**config.mk**
```make
export PLATFORM = sky130hd
export DESIGN_NAME = pll_rst_seq
export DESIGN_NICKNAME = d
export VERILOG_FILES = /design/src/rtl/pll_rst_seq_pkg.sv /design/src/rtl/sync_2ff.sv /design/src/rtl/pll_rst_seq.sv
export SDC_FILE = /design/constraint.sdc
export NUM_CORES = 1
export LEC_CHECK = 0
export BUFFER_PORTS_ARGS = -buffer_cell sky130_fd_sc_hd__buf_2
export CORE_ASPECT_RATIO = 0.7
export CORE_MARGIN = 2
export CORE_UTILIZATION = 60
export CTS_BUF_LIST = sky130_fd_sc_hd__clkbuf_8 sky130_fd_sc_hd__clkbuf_16
export DETAILED_ROUTE_END_ITERATION = 10
export PLACE_DENSITY = 0.79
export SLEW_MARGIN = 20
export SYNTH_ARGS = -nofsm -noshare
export SYNTH_HDL_FRONTEND = slang
export SYNTH_HIERARCHICAL = 1
export SYNTH_SLANG_ARGS = --single-unit
```
**constraint.sdc**
```tcl
create_clock -name clk -period 3.7 [get_ports clk]
set_input_delay 0.37 -clock clk [delete_from_list [all_inputs] [get_ports clk]]
set_output_delay 0.37 -clock clk [all_outputs]
set_load 0.02 [all_outputs]
```
**src/rtl/pll_rst_seq_pkg.sv**
```systemverilog
// ============================================================================
// Module      : pll_rst_seq_pkg
// Description : State encoding, default timing constants and per-state output
//               decode for the PLL power-up / reset / lock sequencer.
// Revision    : 1.0 - initial release
// ============================================================================
`default_nettype none

package pll_rst_seq_pkg;

    localparam int c_pwd_cycles   = 16;
    localparam int c_rst_cycles   = 64;
    localparam int c_lock_filt    = 1024;
    localparam int c_lock_timeout = 65536;
    localparam int c_retry_max    = 3;

    typedef enum logic [2:0] {
        PWD       = 3'd0,
        RST       = 3'd1,
        WAIT_LOCK = 3'd2,
        FILTER    = 3'd3,
        RUN       = 3'd4,
        FAIL      = 3'd5
    } state_t;

    typedef struct packed {
        logic pwd;
        logic rst;
        logic sys_rst_n;
        logic fail;
    } seq_out_t;

    // Outputs are a pure function of the state being entered, so they can be
    // registered alongside the state itself.
    function automatic seq_out_t state_outputs(input state_t s);
        seq_out_t o;
        o = '{pwd: 1'b1, rst: 1'b1, sys_rst_n: 1'b0, fail: 1'b0};
        case (s)
            PWD:       o = '{pwd: 1'b1, rst: 1'b1, sys_rst_n: 1'b0, fail: 1'b0};
            RST:       o = '{pwd: 1'b0, rst: 1'b1, sys_rst_n: 1'b0, fail: 1'b0};
            WAIT_LOCK: o = '{pwd: 1'b0, rst: 1'b0, sys_rst_n: 1'b0, fail: 1'b0};
            FILTER:    o = '{pwd: 1'b0, rst: 1'b0, sys_rst_n: 1'b0, fail: 1'b0};
            RUN:       o = '{pwd: 1'b0, rst: 1'b0, sys_rst_n: 1'b1, fail: 1'b0};
            FAIL:      o = '{pwd: 1'b1, rst: 1'b1, sys_rst_n: 1'b0, fail: 1'b1};
            default:   o = '{pwd: 1'b1, rst: 1'b1, sys_rst_n: 1'b0, fail: 1'b0};
        endcase
        return o;
    endfunction

endpackage

`default_nettype wire

```
**src/rtl/sync_2ff.sv**
```systemverilog
// ============================================================================
// Module      : sync_2ff
// Description : Generic two-flop single-bit synchronizer, async active-low
//               reset to 0. Reusable for any PLL status bit.
// Revision    : 1.0 - initial release
// ============================================================================
`default_nettype none

module sync_2ff (
    input  logic clk,
    input  logic rst_n,
    input  logic d_i,
    output logic q_o
);

    logic r_meta;
    logic r_sync;

    always_ff @(posedge clk or negedge rst_n) begin
        if (!rst_n) begin
            r_meta <= 1'b0;
            r_sync <= 1'b0;
        end else begin
            r_meta <= d_i;
            r_sync <= r_meta;
        end
    end

    assign q_o = r_sync;

endmodule

`default_nettype wire

```
**src/rtl/pll_rst_seq.sv**
```systemverilog
// ============================================================================
// Module      : pll_rst_seq
// Description : PLL power-down / reset / lock-filter sequencer with bounded
//               retries. Define PLL_RST_SEQ_AUTO_RELOCK_EN to re-run the reset
//               sequence on lock loss instead of latching a failure.
// Revision    : 1.0 - initial release
// ============================================================================
`default_nettype none

module pll_rst_seq
    import pll_rst_seq_pkg::*;
#(
    parameter int PWD_CYCLES   = c_pwd_cycles,
    parameter int RST_CYCLES   = c_rst_cycles,
    parameter int LOCK_FILT    = c_lock_filt,
    parameter int LOCK_TIMEOUT = c_lock_timeout,
    parameter int RETRY_MAX    = c_retry_max
) (
    input  logic       clk,
    input  logic       rst_n,
    input  logic       pll_lock_i,
    input  logic       soft_rst_i,
    output logic       pll_pwd_o,
    output logic       pll_rst_o,
    output logic       sys_rst_n_o,
    output logic       fail_o,
    output logic [2:0] state_o,
    output logic [3:0] retry_cnt_o
);

    localparam int c_pwd_w  = $clog2(PWD_CYCLES + 1);
    localparam int c_rst_w  = $clog2(RST_CYCLES + 1);
    localparam int c_filt_w = $clog2(LOCK_FILT + 1);
    localparam int c_pr_w   = (c_pwd_w > c_rst_w) ? c_pwd_w : c_rst_w;
    localparam int c_cnt_w  = (c_pr_w > c_filt_w) ? c_pr_w : c_filt_w;
    localparam int c_to_w   = $clog2(LOCK_TIMEOUT + 1);

    logic               w_lock_s;
    state_t             r_state;
    state_t             w_state_nxt;
    state_t             w_timeout_tgt;
    seq_out_t           r_out;
    logic [c_cnt_w-1:0] r_cnt;
    logic [c_to_w-1:0]  r_to_cnt;
    logic [3:0]         r_retry;
    logic [3:0]         w_retry_nxt;
    logic               w_timeout;
    logic               w_filt_done;
    logic               w_enter;

    sync_2ff u_lock_sync (
        .clk   (clk),
        .rst_n (rst_n),
        .d_i   (pll_lock_i),
        .q_o   (w_lock_s)
    );

    assign w_timeout     = ((r_state == WAIT_LOCK) || (r_state == FILTER)) &&
                           (r_to_cnt == c_to_w'(LOCK_TIMEOUT - 1));
    assign w_filt_done   = (r_state == FILTER) && w_lock_s &&
                           (r_cnt == c_cnt_w'(LOCK_FILT));
    assign w_retry_nxt   = r_retry + 4'd1;
    assign w_timeout_tgt = (w_retry_nxt == 4'(RETRY_MAX)) ? FAIL : RST;
    // A soft restart re-enters PWD even from PWD, so it counts as an entry.
    assign w_enter       = (w_state_nxt != r_state) || soft_rst_i;

    always_comb begin
        w_state_nxt = r_state;
        if (soft_rst_i) begin
            w_state_nxt = PWD;
        end else begin
            case (r_state)
                PWD:       if (r_cnt == c_cnt_w'(PWD_CYCLES - 1)) w_state_nxt = RST;
                RST:       if (r_cnt == c_cnt_w'(RST_CYCLES - 1)) w_state_nxt = WAIT_LOCK;
                WAIT_LOCK: begin
                    if (w_timeout)     w_state_nxt = w_timeout_tgt;
                    else if (w_lock_s) w_state_nxt = FILTER;
                end
                FILTER: begin
                    if (w_filt_done)    w_state_nxt = RUN;
                    else if (w_timeout) w_state_nxt = w_timeout_tgt;
                    else if (!w_lock_s) w_state_nxt = WAIT_LOCK;
                end
                RUN: begin
`ifdef PLL_RST_SEQ_AUTO_RELOCK_EN
                    if (!w_lock_s) w_state_nxt = RST;
`else
                    if (!w_lock_s) w_state_nxt = FAIL;
`endif
                end
                FAIL:    w_state_nxt = FAIL;
                default: w_state_nxt = PWD;
            endcase
        end
    end

    always_ff @(posedge clk or negedge rst_n) begin
        if (!rst_n) begin
            r_state  <= PWD;
            r_out    <= state_outputs(PWD);
            r_cnt    <= '0;
            r_to_cnt <= '0;
            r_retry  <= '0;
        end else begin
            r_state <= w_state_nxt;
            r_out   <= state_outputs(w_state_nxt);

            if (w_enter)
                r_cnt <= '0;
            else if (r_state inside {PWD, RST, FILTER})
                r_cnt <= r_cnt + 1'b1;

            // Spans WAIT_LOCK and FILTER; a filter bounce must not restart it.
            if ((r_state == RST) && (w_state_nxt == WAIT_LOCK))
                r_to_cnt <= '0;
            else if (((r_state == WAIT_LOCK) || (r_state == FILTER)) && !w_timeout)
                r_to_cnt <= r_to_cnt + 1'b1;

            if (soft_rst_i || (w_state_nxt == RUN))
                r_retry <= '0;
            else if (w_timeout && !w_filt_done)
                r_retry <= w_retry_nxt;
        end
    end

    assign pll_pwd_o   = r_out.pwd;
    assign pll_rst_o   = r_out.rst;
    assign sys_rst_n_o = r_out.sys_rst_n;
    assign fail_o      = r_out.fail;
    assign state_o     = r_state;
    assign retry_cnt_o = r_retry;

endmodule

`default_nettype wire

```
[Word-level counts from Yosys, hierarchy flattened]
Cells that the tools add are included.
Operators by class
  $add $sub $neg: 3
  eq/ne operators: 16
  multiplexer cells: 18
  reduce and logical (&&, ||, !) cells: 17
Operators with widths (number)
  17-bit two-way mux: 2
  3-bit two-way mux: 10
  11-bit two-way mux: 2
  3-bit case mux with 6 select lines: 1
  17-bit by 1-bit adder with 17-bit output (second input constant): 1
  17-bit by 16-bit == test with 1-bit output (second input constant): 1
  4-bit case mux with 4 select lines: 1
  3-bit by 2-bit == test with 1-bit output (second input constant): 4
  3-bit == test (second input constant): 4
  11-bit by 1-bit adder with 11-bit output (second input constant): 1
  11-bit == test (second input constant): 1
  11-bit by 4-bit == test with 1-bit output (second input constant): 1
  11-bit by 6-bit == test with 1-bit output (second input constant): 1
  4-bit two-way mux: 2
  3-bit by 1-bit == test with 1-bit output (second input constant): 2
  1-bit logical AND: 6
  2-bit nonzero test: 3
  4-bit by 1-bit adder with 4-bit output (second input constant): 1
  4-bit by 2-bit == test with 1-bit output (second input constant): 1
  3-bit zero test: 1
  1-bit logical OR: 3
  3-bit != test: 1
  3-bit nonzero test: 1
  1-bit zero test: 2
  2-bit OR reduction: 1
Word-level totals
  bits in registers: 41
  bits of input ports: 4
  output and inout port bits: 11

[Depth between registers and ports, before layout]
  word-level depth: 10
  depth in mapped cells: 13

[Cells and area by module]
The synthesis kept the hierarchy.
By module, submodules not included
  pll_rst_seq: times used 1, cells an instance 231, area each 2205.9 um^2, sequential area each 978.4 um^2
  sync_2ff: times used 1, cells an instance 2, area each 50.0 um^2, sequential area each 50.0 um^2

[Least setup slack after synthesis]
Ideal clock, no wire load.
  path type: register to register
  from: register r_to_cnt[8]
  to: register r_to_cnt[9]
  library setup time: 0.121 ns
  data arrival time: 2.465 ns
  slack: 1.113 ns
  stages on the path, launching flop included: 13
  path buffers: 0
  period minus slack after synthesis: 2.587 ns
  cells stage by stage: dfrtp_1 and4_1 and3_1 and3_1 nand2_1 nor2_1 ha_1 nor3b_2 and3_1 and2_1 nand4_1 xor2_1 nor2_1
Between the ends
  cells in the longest elaborated chain, start to end: 9
  elaborated cells between the ends (all ways): 15
RTL lines
  start: declaration: RTL line pll_rst_seq.sv:44  | logic [c_to_w-1:0] r_to_cnt;
  start signal: assignment: RTL line pll_rst_seq.sv:117  | r_to_cnt <= r_to_cnt + 1'b1;
  17-bit by 16-bit == test with 1-bit output: RTL line pll_rst_seq.sv:59  | (r_to_cnt == c_to_w'(LOCK_TIMEOUT - 1));
  1-bit logical AND: RTL line pll_rst_seq.sv:58  | assign w_timeout = ((r_state == WAIT_LOCK) || (r_state == FILTER)) &&
  3-bit two-way mux: RTL line pll_rst_seq.sv:81  | else if (w_timeout) w_state_nxt = w_timeout_tgt;
  3-bit two-way mux: RTL line pll_rst_seq.sv:80  | if (w_filt_done) w_state_nxt = RUN;
  3-bit case mux with 6 select lines: RTL line pll_rst_seq.sv:72  | case (r_state)
  3-bit two-way mux: RTL line pll_rst_seq.sv:69  | if (soft_rst_i) begin
  3-bit by 2-bit == test with 1-bit output: RTL line pll_rst_seq.sv:114  | if ((r_state == RST) && (w_state_nxt == WAIT_LOCK))
  1-bit logical AND: RTL line pll_rst_seq.sv:114
  17-bit two-way mux or 2-bit nonzero test (tied branches)
Parallel ways exist; a longest one is shown, timed or not. The select of a mux whose other input is x is not followed.
A chain may end at the register's enable or synchronous reset.

[Final worst setup path]
  from: register r_to_cnt[6]
  to: register r_cnt[10]
Between the ends
  cells in the longest elaborated chain, start to end: 9
  elaborated cells between the ends (all ways): 11
RTL lines
  17-bit by 16-bit == test with 1-bit output *: RTL line pll_rst_seq.sv:59
  1-bit logical AND *: RTL line pll_rst_seq.sv:58
  3-bit two-way mux: RTL line pll_rst_seq.sv:81
  3-bit two-way mux: RTL line pll_rst_seq.sv:80
  3-bit case mux with 6 select lines *: RTL line pll_rst_seq.sv:72
  3-bit two-way mux *: RTL line pll_rst_seq.sv:69
  3-bit != test *: RTL line pll_rst_seq.sv:65  | assign w_enter = (w_state_nxt != r_state) || soft_rst_i;
  1-bit logical OR *: RTL line pll_rst_seq.sv:65
  11-bit two-way mux or 2-bit nonzero test (tied branches)
  end signal: assignment: RTL line pll_rst_seq.sv:111  | r_cnt <= r_cnt + 1'b1;
  end: declaration: RTL line pll_rst_seq.sv:43  | logic [c_cnt_w-1:0] r_cnt;
Every way passes the cells marked *; elsewhere a longest branch is shown, timed or not.

==> metrics.md <==
| Metric | Value |
|---|---|
| DR vias | `1711` |
| Setup TNS | `0 ps` |
| Fin. Hold Viols | `0` |
| Post-layout nets | `260` |
| Area Overhead vs Synth | `8.65%` |
| Drt first pass iters | `4` |
| Synthesized Nets | `~240` |
| CP required | `3870 ps` |
| Cell Pwr Density | `332 nW/um2` |
| Area share of and/or/nand/nor cells after synthesis | `0.281` |
| Die H | `~55 um` |
| XOR/XNOR Fraction of Synth Area | `0.109` |
| Clk buf depth | `2` |
| Share of total power in the clock network | `0.339` |
| Layout fillers | `286` |
| Pint | `around 0.61 mW` |
| IO Pins | `15` |
| CP arrival | `slightly below 3000 ps` |
| Worst Skew | `roughly 6.8 ps` |
| Wire per inst | `about 14 um` |
| Synth top area share | `0.433` |
| Hpwl dp | `approximately 3000 um` |
| First-pass GRT wire length | `7560 um` |
| Final period util | `0.745` |
| Clock Latency Late Sink | `~300 ps` |
| Startpoint Class | `flop` |
| Top FF cell, synth | `dfrtp_1` |
| Average vias per placed instance | `between 5 and 6` |
| Diodes inserted | `0` |
| Largest net degree at the start of global routing | `between 40 and 50` |
| Hold WC Path Type | `input pin to flop` |
| Worst-Margin Slew | `about 1000 ps` |
| CTS buffer count | `5` |
| Postcts setup bufs | `0` |
| Cts repair resizes | `0` |
| Gr ovfl total | `0` |
| Chip width | `~77 um` |
| # rows | `18` |
| VDD IR-drop max | `0.274 mV` |
| Ranking of synthesized cells by area | `dfrtp_1 43%, xnor2_1 5.8%, nor2_1 5.7%` |
| Largest area contributor in the netlist | `dfrtp_1` |
| 1st-iter DRT viols | `between 150 and 200` |
| Post-synth top cells | `39 x dfrtp_1, 34 x nor2_1, 23 x nand2_1, 15 x xnor2_1` |
| Cts hold-fix bufs | `0` |
| Post-synthesis cell type count | `41` |
| DIE AREA | `between 4000 and 5000 um2` |
| Drt drc | `0` |
| Adder-cell share of the synthesized area | `0.0333` |
| Comb pwr share | `0.067` |
| Leakage | `between 1 and 1.5 nW` |
| Sequential cell area fraction in the yosys report | `0.456` |
| Max-capacitance violation count | `0` |
| Layout cell share with drive strength beyond 1 | `0.187` |
| CTS Root Cell | `clkbuf_8` |
| CP Max Fanout | `11` |
| Final Power | `approximately 0.81 mW` |
| Most numerous cell in the Yosys netlist | `dfrtp_1` |
| Status | `finished, final reports clean` |
| P_sw | `between 0.15 and 0.2 mW` |
| Post-synth ARST share | `1.00` |
| Syn Inst Count | `233` |
| Max-slew violation count | `0` |
| Vias in the first global route | `1506` |
| Post-Syn Area | `2260 um2` |
| Max_slew headroom | `0.315` |
| GRT Resource Usage Total | `0.229` |
| Gp weighted congestion | `0.820` |
| EDFF count, synth | `0` |
| Final min period | `about 2800 ps` |
| Clk slew on worst S/H paths | `80 ps` |
| Initial antenna violation count | `0` |
| Core box area | `approximately 3600 um2` |
| Switching share of power | `0.245` |
| Post-Syn Area per Cell | `9.68 um2` |
| Starting Density | `0.634` |
| CTS tree | `yes` |
| Sequential share of power | `0.594` |
| Max frequency | `363 MHz` |
| Post-synthesis mux area share | `0.00444` |
| Final wirelength | `between 4000 and 5000 um` |
| Setup violators final | `0` |
| Flops & latches, synth | `41` |
| Min Hold Slack | `173 ps` |
| Antenna-violating nets left | `0` |
| Number of H-tree levels | `2` |
| IO Port Bufs | `14` |
| Critical path type | `flop to flop` |
| RSZ-0062 raised after global routing | `false` |
| Clk sinks | `41` |
| Main combinational cell family by area after synthesis | `simple AND/OR/NAND/NOR gates` |
| CP endpoint kind | `flop` |
| Synth Area in Compound Gates | `0.0871` |
| Synth Warn # | `6` |
==> layer usage <==
layer	global-route usage	vias to the layer above	routed length [um]
li1	-	840	-
met1	0.369	802	2160
met2	0.286	62	1600
met3	0.0703	7	368
met4	0.0765	0	60
met5	0	-	0
==> cell families (layout without fill, tap and decap cells) <==
logic type / after synthesis / in the layout
compound gates: 27 / 27
xor+xnor: 28 / 28
fa+ha+maj: 6 / 6
buf+inv: 15 / 33
flops: 41 / 41
mux: 1 / 1
simple gates: 115 / 115
==> metrics by stage <==
step	setup slack [ps]	cell area (um2)	utilization	std cells
3_3_place_gp	1080	2370	0.666	293
2_1_floorplan	1110	2260	-	233
5_1_grt	700	2450	0.689	301
3_5_place_dp	986	2370	0.666	293
6_report	942	2450	0.689	301
4_1_cts	951	2450	0.689	301
==> power by group through the flow <==
stage | Combinational [mW] | Clock, mW | Sequential (mW)
2_1_floorplan | 0.0361 | 0 | 0.488
3_3_place_gp | 0.0532 | 0 | 0.492
3_5_place_dp | 0.0552 | 0 | 0.492
4_1_cts | 0.0555 | 0.283 | 0.483
5_1_grt | 0.0637 | 0.308 | 0.486
6_report | 0.0549 | 0.276 | 0.484
==> area by class of cell <==
class / instances / area [um2] / area share
multi-input combinational: 177 / 1160 / 0.473
sequential: 41 / 1030 / 0.420
timing repair buffer: 16 / 85.1 / 0.0347
clock buffer: 5 / 68.8 / 0.0281
tap: 50 / 62.6 / 0.0255
inverter: 9 / 33.8 / 0.0138
clock inverter: 3 / 12.5 / 0.00510
==> final timing paths <==
kind | from | endpoint | slack, ps | cells after the start
max | r_to_cnt[6] | r_cnt[10] | 940 | 12
min | pll_lock_i | u_lock_sync/r_meta | 170 | 1
max reg2reg | r_to_cnt[6] | r_cnt[10] | 940 | 12
min reg2reg | u_lock_sync/r_meta | u_lock_sync/q_o | 350 | 0
max in group asynchronous | rst_n | r_to_cnt[11] | 2950 | 1
min in group asynchronous | rst_n | r_cnt[8] | 190 | 1
==> layout by cell type (no fill, tap or decap), types with 6 or more instances in the layout <==
master	n
a21oi_1	7
a21oi_2	11
buf_2	14
dfrtp_1	39
ha_1	6
inv_1	10
nand2_1	23
nand3_1	13
nand4_1	11
nor2_1	34
nor3_1	7
xnor2_1	15
xor2_1	13
==> state kept, by name, indices dropped and copies added (netlist names) <==
signal / count
retry_cnt_o: 4
pll_pwd_o: 1
u_lock_sync/q_o: 1
pll_rst_o: 1
state_o: 3
u_lock_sync/r_meta: 1
sys_rst_n_o: 1
r_to_cnt: 17
fail_o: 1
r_cnt: 11
==> critical path, stage by stage, from the launching register on <==
cell     delay [ps]
dfrtp_1         410
and4_1          250
and3_1          230
and3_1          190
nand2_1          50
nor2_1          110
ha_1            280
nor2_1           90
nor3b_1         240
a21oi_1          80
a21oi_2         270
or3_4           320
a21oi_1         100
No activity file was read; power rests on OpenSTA's default activity.
